<file path="config.mk">
export PLATFORM = sky130hd
export DESIGN_NAME = fifo_mem_param
export DESIGN_NICKNAME = d
export VERILOG_FILES = /design/src/rtl/fifo_mem_param.sv
export SDC_FILE = /design/constraint.sdc
export NUM_CORES = 1
export LEC_CHECK = 0
export ABC_AREA = 1
export BUFFER_PORTS_ARGS = -buffer_cell sky130_fd_sc_hd__buf_2
export CELL_PAD_IN_SITES_DETAIL_PLACEMENT = 0
export CELL_PAD_IN_SITES_GLOBAL_PLACEMENT = 1
export CORE_ASPECT_RATIO = 0.8
export CORE_UTILIZATION = 52
export CTS_CLUSTER_DIAMETER = 50
export CTS_CLUSTER_SIZE = 24
export DETAILED_ROUTE_END_ITERATION = 7
export PLACE_DENSITY = 0.95
export SLEW_MARGIN = 25
export SYNTH_ARGS = -nofsm -noshare
export SYNTH_HDL_FRONTEND = slang
export SYNTH_SLANG_ARGS = --single-unit
</file>
<file path="constraint.sdc">
create_clock -name clk -period 3.8 [get_ports clk]
set_clock_uncertainty 0.15 [all_clocks]
set_input_delay 0.19 -clock clk [delete_from_list [all_inputs] [get_ports clk]]
set_output_delay 0.19 -clock clk [all_outputs]
set_load 0.02 [all_outputs]
</file>
<file path="src/rtl/fifo_mem_param.sv">
// Synchronous FIFO, depth 2**ADDR_W, with occupancy count and programmable almost-full/almost-empty flags.
// Define FIFO_ERR_EN to add a sticky err output for dropped writes and ignored reads.
module fifo_mem_param #(
  parameter int DATA_W = 10,
  parameter int ADDR_W = 4
) (
  input  logic              clk,
  input  logic              reset,
  input  logic              wr_en,
  input  logic              rd_en,
  input  logic [DATA_W-1:0] data_in,
  input  logic [ADDR_W-1:0] af_thresh,
  input  logic [ADDR_W-1:0] ae_thresh,
  output logic [DATA_W-1:0] data_out,
  output logic              valid_out,
  output logic              full,
  output logic              empty,
  output logic              almost_full,
  output logic              almost_empty,
  output logic [ADDR_W:0]   fill_level
`ifdef FIFO_ERR_EN
  ,
  output logic              err
`endif
);

  localparam int DEPTH = 2 ** ADDR_W;
  localparam logic [ADDR_W:0] DEPTH_L = DEPTH[ADDR_W:0];

  logic [DATA_W-1:0] mem [DEPTH];
  logic [ADDR_W-1:0] wr_ptr;
  logic [ADDR_W-1:0] rd_ptr;
  logic [ADDR_W:0]   fill_next;
  logic              rd_acc;
  logic              wr_acc;

  // A write into a full FIFO is only allowed when a read frees a slot in the same cycle.
  assign rd_acc = rd_en & ~empty;
  assign wr_acc = wr_en & (~full | rd_acc);

  always_comb begin
    fill_next = fill_level;
    case ({wr_acc, rd_acc})
      2'b10:   fill_next = fill_level + 1'b1;
      2'b01:   fill_next = fill_level - 1'b1;
      default: fill_next = fill_level;
    endcase
  end

  always_ff @(posedge clk) begin
    if (wr_acc && !reset) mem[wr_ptr] <= data_in;
  end

  always_ff @(posedge clk) begin
    if (reset) begin
      wr_ptr     <= '0;
      rd_ptr     <= '0;
      fill_level <= '0;
      data_out   <= '0;
      valid_out  <= 1'b0;
      full       <= 1'b0;
      empty      <= 1'b1;
    end else begin
      if (wr_acc) wr_ptr <= wr_ptr + 1'b1;
      if (rd_acc) begin
        data_out <= mem[rd_ptr];
        rd_ptr   <= rd_ptr + 1'b1;
      end
      valid_out  <= rd_acc;
      fill_level <= fill_next;
      full       <= (fill_next == DEPTH_L);
      empty      <= (fill_next == '0);
    end
  end

  assign almost_full  = (fill_level >= {1'b0, af_thresh});
  assign almost_empty = (fill_level <= {1'b0, ae_thresh});

`ifdef FIFO_ERR_EN
  always_ff @(posedge clk) begin
    if (reset) begin
      err <= 1'b0;
    end else if ((wr_en & full & ~rd_acc) | (rd_en & empty)) begin
      err <= 1'b1;
    end
  end
`endif

endmodule

</file>
==> results.json <==
{
  "status": "finished, final reports clean",
  "clk_latency_ns": 0.42,
  "syn_to_final_growth_pct": 10.8,
  "arrival_ns": 3.06,
  "synthesis.area_um2": 7980,
  "routedWlPerCell_um": 18.3,
  "num_antenna_cells": 0,
  "final_cells": 975,
  "power_mw": 4.81,
  "dieArea_um2": 15800,
  "vias_per_cell": 5.62,
  "ys.flop_type": "edfxtp_1",
  "drive_above_1_share_pct": 11.6,
  "clk_transition_reported_paths_ns": 0.07,
  "firstDrtPassIters": 5,
  "synthSimpleGateAreaFrac_pct": 22.5,
  "tightest_slew_ns": 0.879,
  "postLayoutCellArea_um2": 8840,
  "cap_violations": 0,
  "dp_hpwl_mm": 10.9,
  "critical_path_class": "flop to flop",
  "worstRegToRegCells": 14,
  "maxSlewHeadroom_pct": 41.2,
  "synthArstFlopShare_pct": 0,
  "synth_compound_area_share_pct": 2.54,
  "grt_pass1_wl_mm": 28.4,
  "avgSynthCellArea_um2": 10.8,
  "cp-end-kind": "flop",
  "reg2reg_from": "empty",
  "start_util_pct": 53.1,
  "period_share_pct": 75.0,
  "cp_cell_sequence": "nor2_4 > inv_2 > nand2_1 > nand2_2 > ha_1 > nand2_2 > inv_1 > nor2_1 > ha_1 > o21ai_0 > nand2_1 > nor2_1 > nand3_1 > o21bai_1",
  "cp-start-kind": "flop",
  "root_buffer": "clkbuf_16",
  "cts.path.max_buffers": 2,
  "cpPeakStageDelay_ns": 0.49,
  "gp_congestion": 0.835,
  "grt_pass1_vias": 5297,
  "ys_ff_latch": 186,
  "cts.sinks": 186,
  "reg2reg_setup_slack_ns": 0.95,
  "worstPathRequired_ns": 4.01,
  "cts_made_buffers": 17,
  "powerDensity_nw_per_um2": 544,
  "final_cell_mix": "238 x nand2_1, 160 x edfxtp_1, 139 x nand3_1, 41 x inv_1, 41 x buf_2",
  "post_cts_resized": 0,
  "synth.area.top_cells": "edfxtp_1 60%, nand2_1 11%, nand3_1 8.7%",
  "finalSetupViolations": 0,
  "cts_max_level": 4,
  "wirelength_mm": 17.9,
  "reg2reg_to": "empty",
  "finalHoldViolCount": 0,
  "die_w_um": 140,
  "rsz0062_at_grt": "no",
  "final_common_cell": "nand2_1",
  "crit_path_start": "empty",
  "period_minus_slack_ns": 2.85,
  "synthMuxAreaShare_pct": 0,
  "yosys.area_share.adder_pct": 2.51,
  "nets": 811,
  "overflow": 0,
  "drv_slew": 0,
  "max_freq_mhz": 351,
  "synth-xor-area-share_pct": 0.220,
  "synth_warnings": 0,
  "initialDrtViolationCount": 593,
  "cts_tree": "built",
  "antenna_found_initial": 0,
  "yosys.cell_types.count": 29,
  "synthCells": 738,
  "grt_max_degree": 82,
  "crit_slowest_cell": "nor2_4",
  "design.core.area_um2": 15000,
  "path_buf_inv": 2,
  "hp-class": "primary input to flop",
  "synth_top_cell_area_share_pct": 60.2,
  "ir_worst_vdd_mv": 0.375,
  "rows": 40,
  "synth_edf_count": 160,
  "place_area_um2": 8250,
  "via_count": 5481,
  "synth_seq_area_share_pct": 66.7,
  "antenna_left": 0,
  "drc_errors": 0,
  "port-buffer-count": 41,
  "chipHeight_um": 113,
  "io_pins": 42,
  "setup_tns_ns": 0,
  "cp_top_family": "simple AND/OR/NAND/NOR gates",
  "crit_end": "empty",
  "cp_max_fo": 26,
  "synth_top_family_by_area": "simple AND/OR/NAND/NOR gates",
  "grt_use_total_pct": 24.0,
  "cp_num_cells": 14,
  "p_leak_nw": 3.46,
  "place_inst": 941,
  "syn_nets": 776,
  "synth.largest_area_cell": "edfxtp_1"
}
-- per-layer routing --
layer,wire [um],global-route usage (%)
met5,0,0
met4,254,8.04
met3,1360,4.74
met2,8220,37.6
met1,8050,34.0
-- timing repair --
action,4_1_cts,5_1_grt
endpoints found under the hold margin,8,0
hold buffers,2,0
buffers inserted,0,0
-- cell usage after synthesis, drive strengths merged (8+ instances only) --
cell type  number
ha             16
clkbuf          8
o21ai          13
nor2           24
dfxtp          26
nand3         139
buf            30
a21oi           8
inv            45
edfxtp        160
nor3           10
nand2         241
o211ai         10
-- state kept, by name (all words and copies together) (netlist names) --
| signal | count |
|---|---|
| full | 1 |
| empty | 1 |
| wr_ptr | 4 |
| valid_out | 1 |
| rd_ptr | 4 |
| mem | 160 |
| data_out | 10 |
| fill_level | 5 |
-- cell families (layout without fill, tap and decap cells) --
| logic type | after synthesis | after routing |
|---|---|---|
| and+or+nand+nor | 417 | 417 |
| DFF | 186 | 186 |
| buffers and inverters | 83 | 131 |
| AOI/OAI and AO/OA | 34 | 34 |
| adders and majority gates | 16 | 16 |
| xor gates and xnor gates | 2 | 2 |
-- metrics by stage --
| step | util (%) | hold WS, ns | worst slack (ns) |
|---|---|---|---|
| 2_1_floorplan | - | 0.110 | 1.39 |
| 5_1_grt | 58.9 | 0.0326 | 0.641 |
| 3_5_place_dp | 55.0 | 0.348 | 0.965 |
| 3_3_place_gp | 55.0 | 0.344 | 1.07 |
| 4_1_cts | 58.9 | 0.0193 | 0.939 |
| 6_report | 58.9 | 0.0249 | 0.950 |
-- where the power goes --
group / internal (mW) / total (mW) / leakage (nW) / switching (mW)
registers: 2.27 / 2.34 / 1.66 / 0.0636
logic: 0.241 / 0.781 / 1.53 / 0.539
clock network: 0.969 / 1.69 / 0.272 / 0.720
total: 3.48 / 4.81 / 3.46 / 1.32
-- cell type report --
cell class / instances / area (um^2)
Tap cell: 189 / 236
Inverter: 45 / 176
Clock buffer: 21 / 440
Fill cell: 1213 / 6180
Clock inverter: 11 / 123
Sequential cell: 186 / 5330
Timing Repair Buffer: 54 / 320
Multi-Input combinational cell: 469 / 2210
-- worst min-delay path by stage --
stage                 from           to  slack [ns]  depth (start not counted)
2_1_floorplan        reset    wr_ptr[3]        0.11                          1
3_3_place_gp   data_out[2]  data_out[2]        0.34                          2
3_5_place_dp   data_out[7]  data_out[7]        0.35                          2
4_1_cts         data_in[7]    mem[8][7]        0.02                          1
5_1_grt         data_in[7]    mem[8][7]        0.03                          1
6_report        data_in[7]    mem[8][7]        0.02                          1
(Power assumes the default switching activity.)
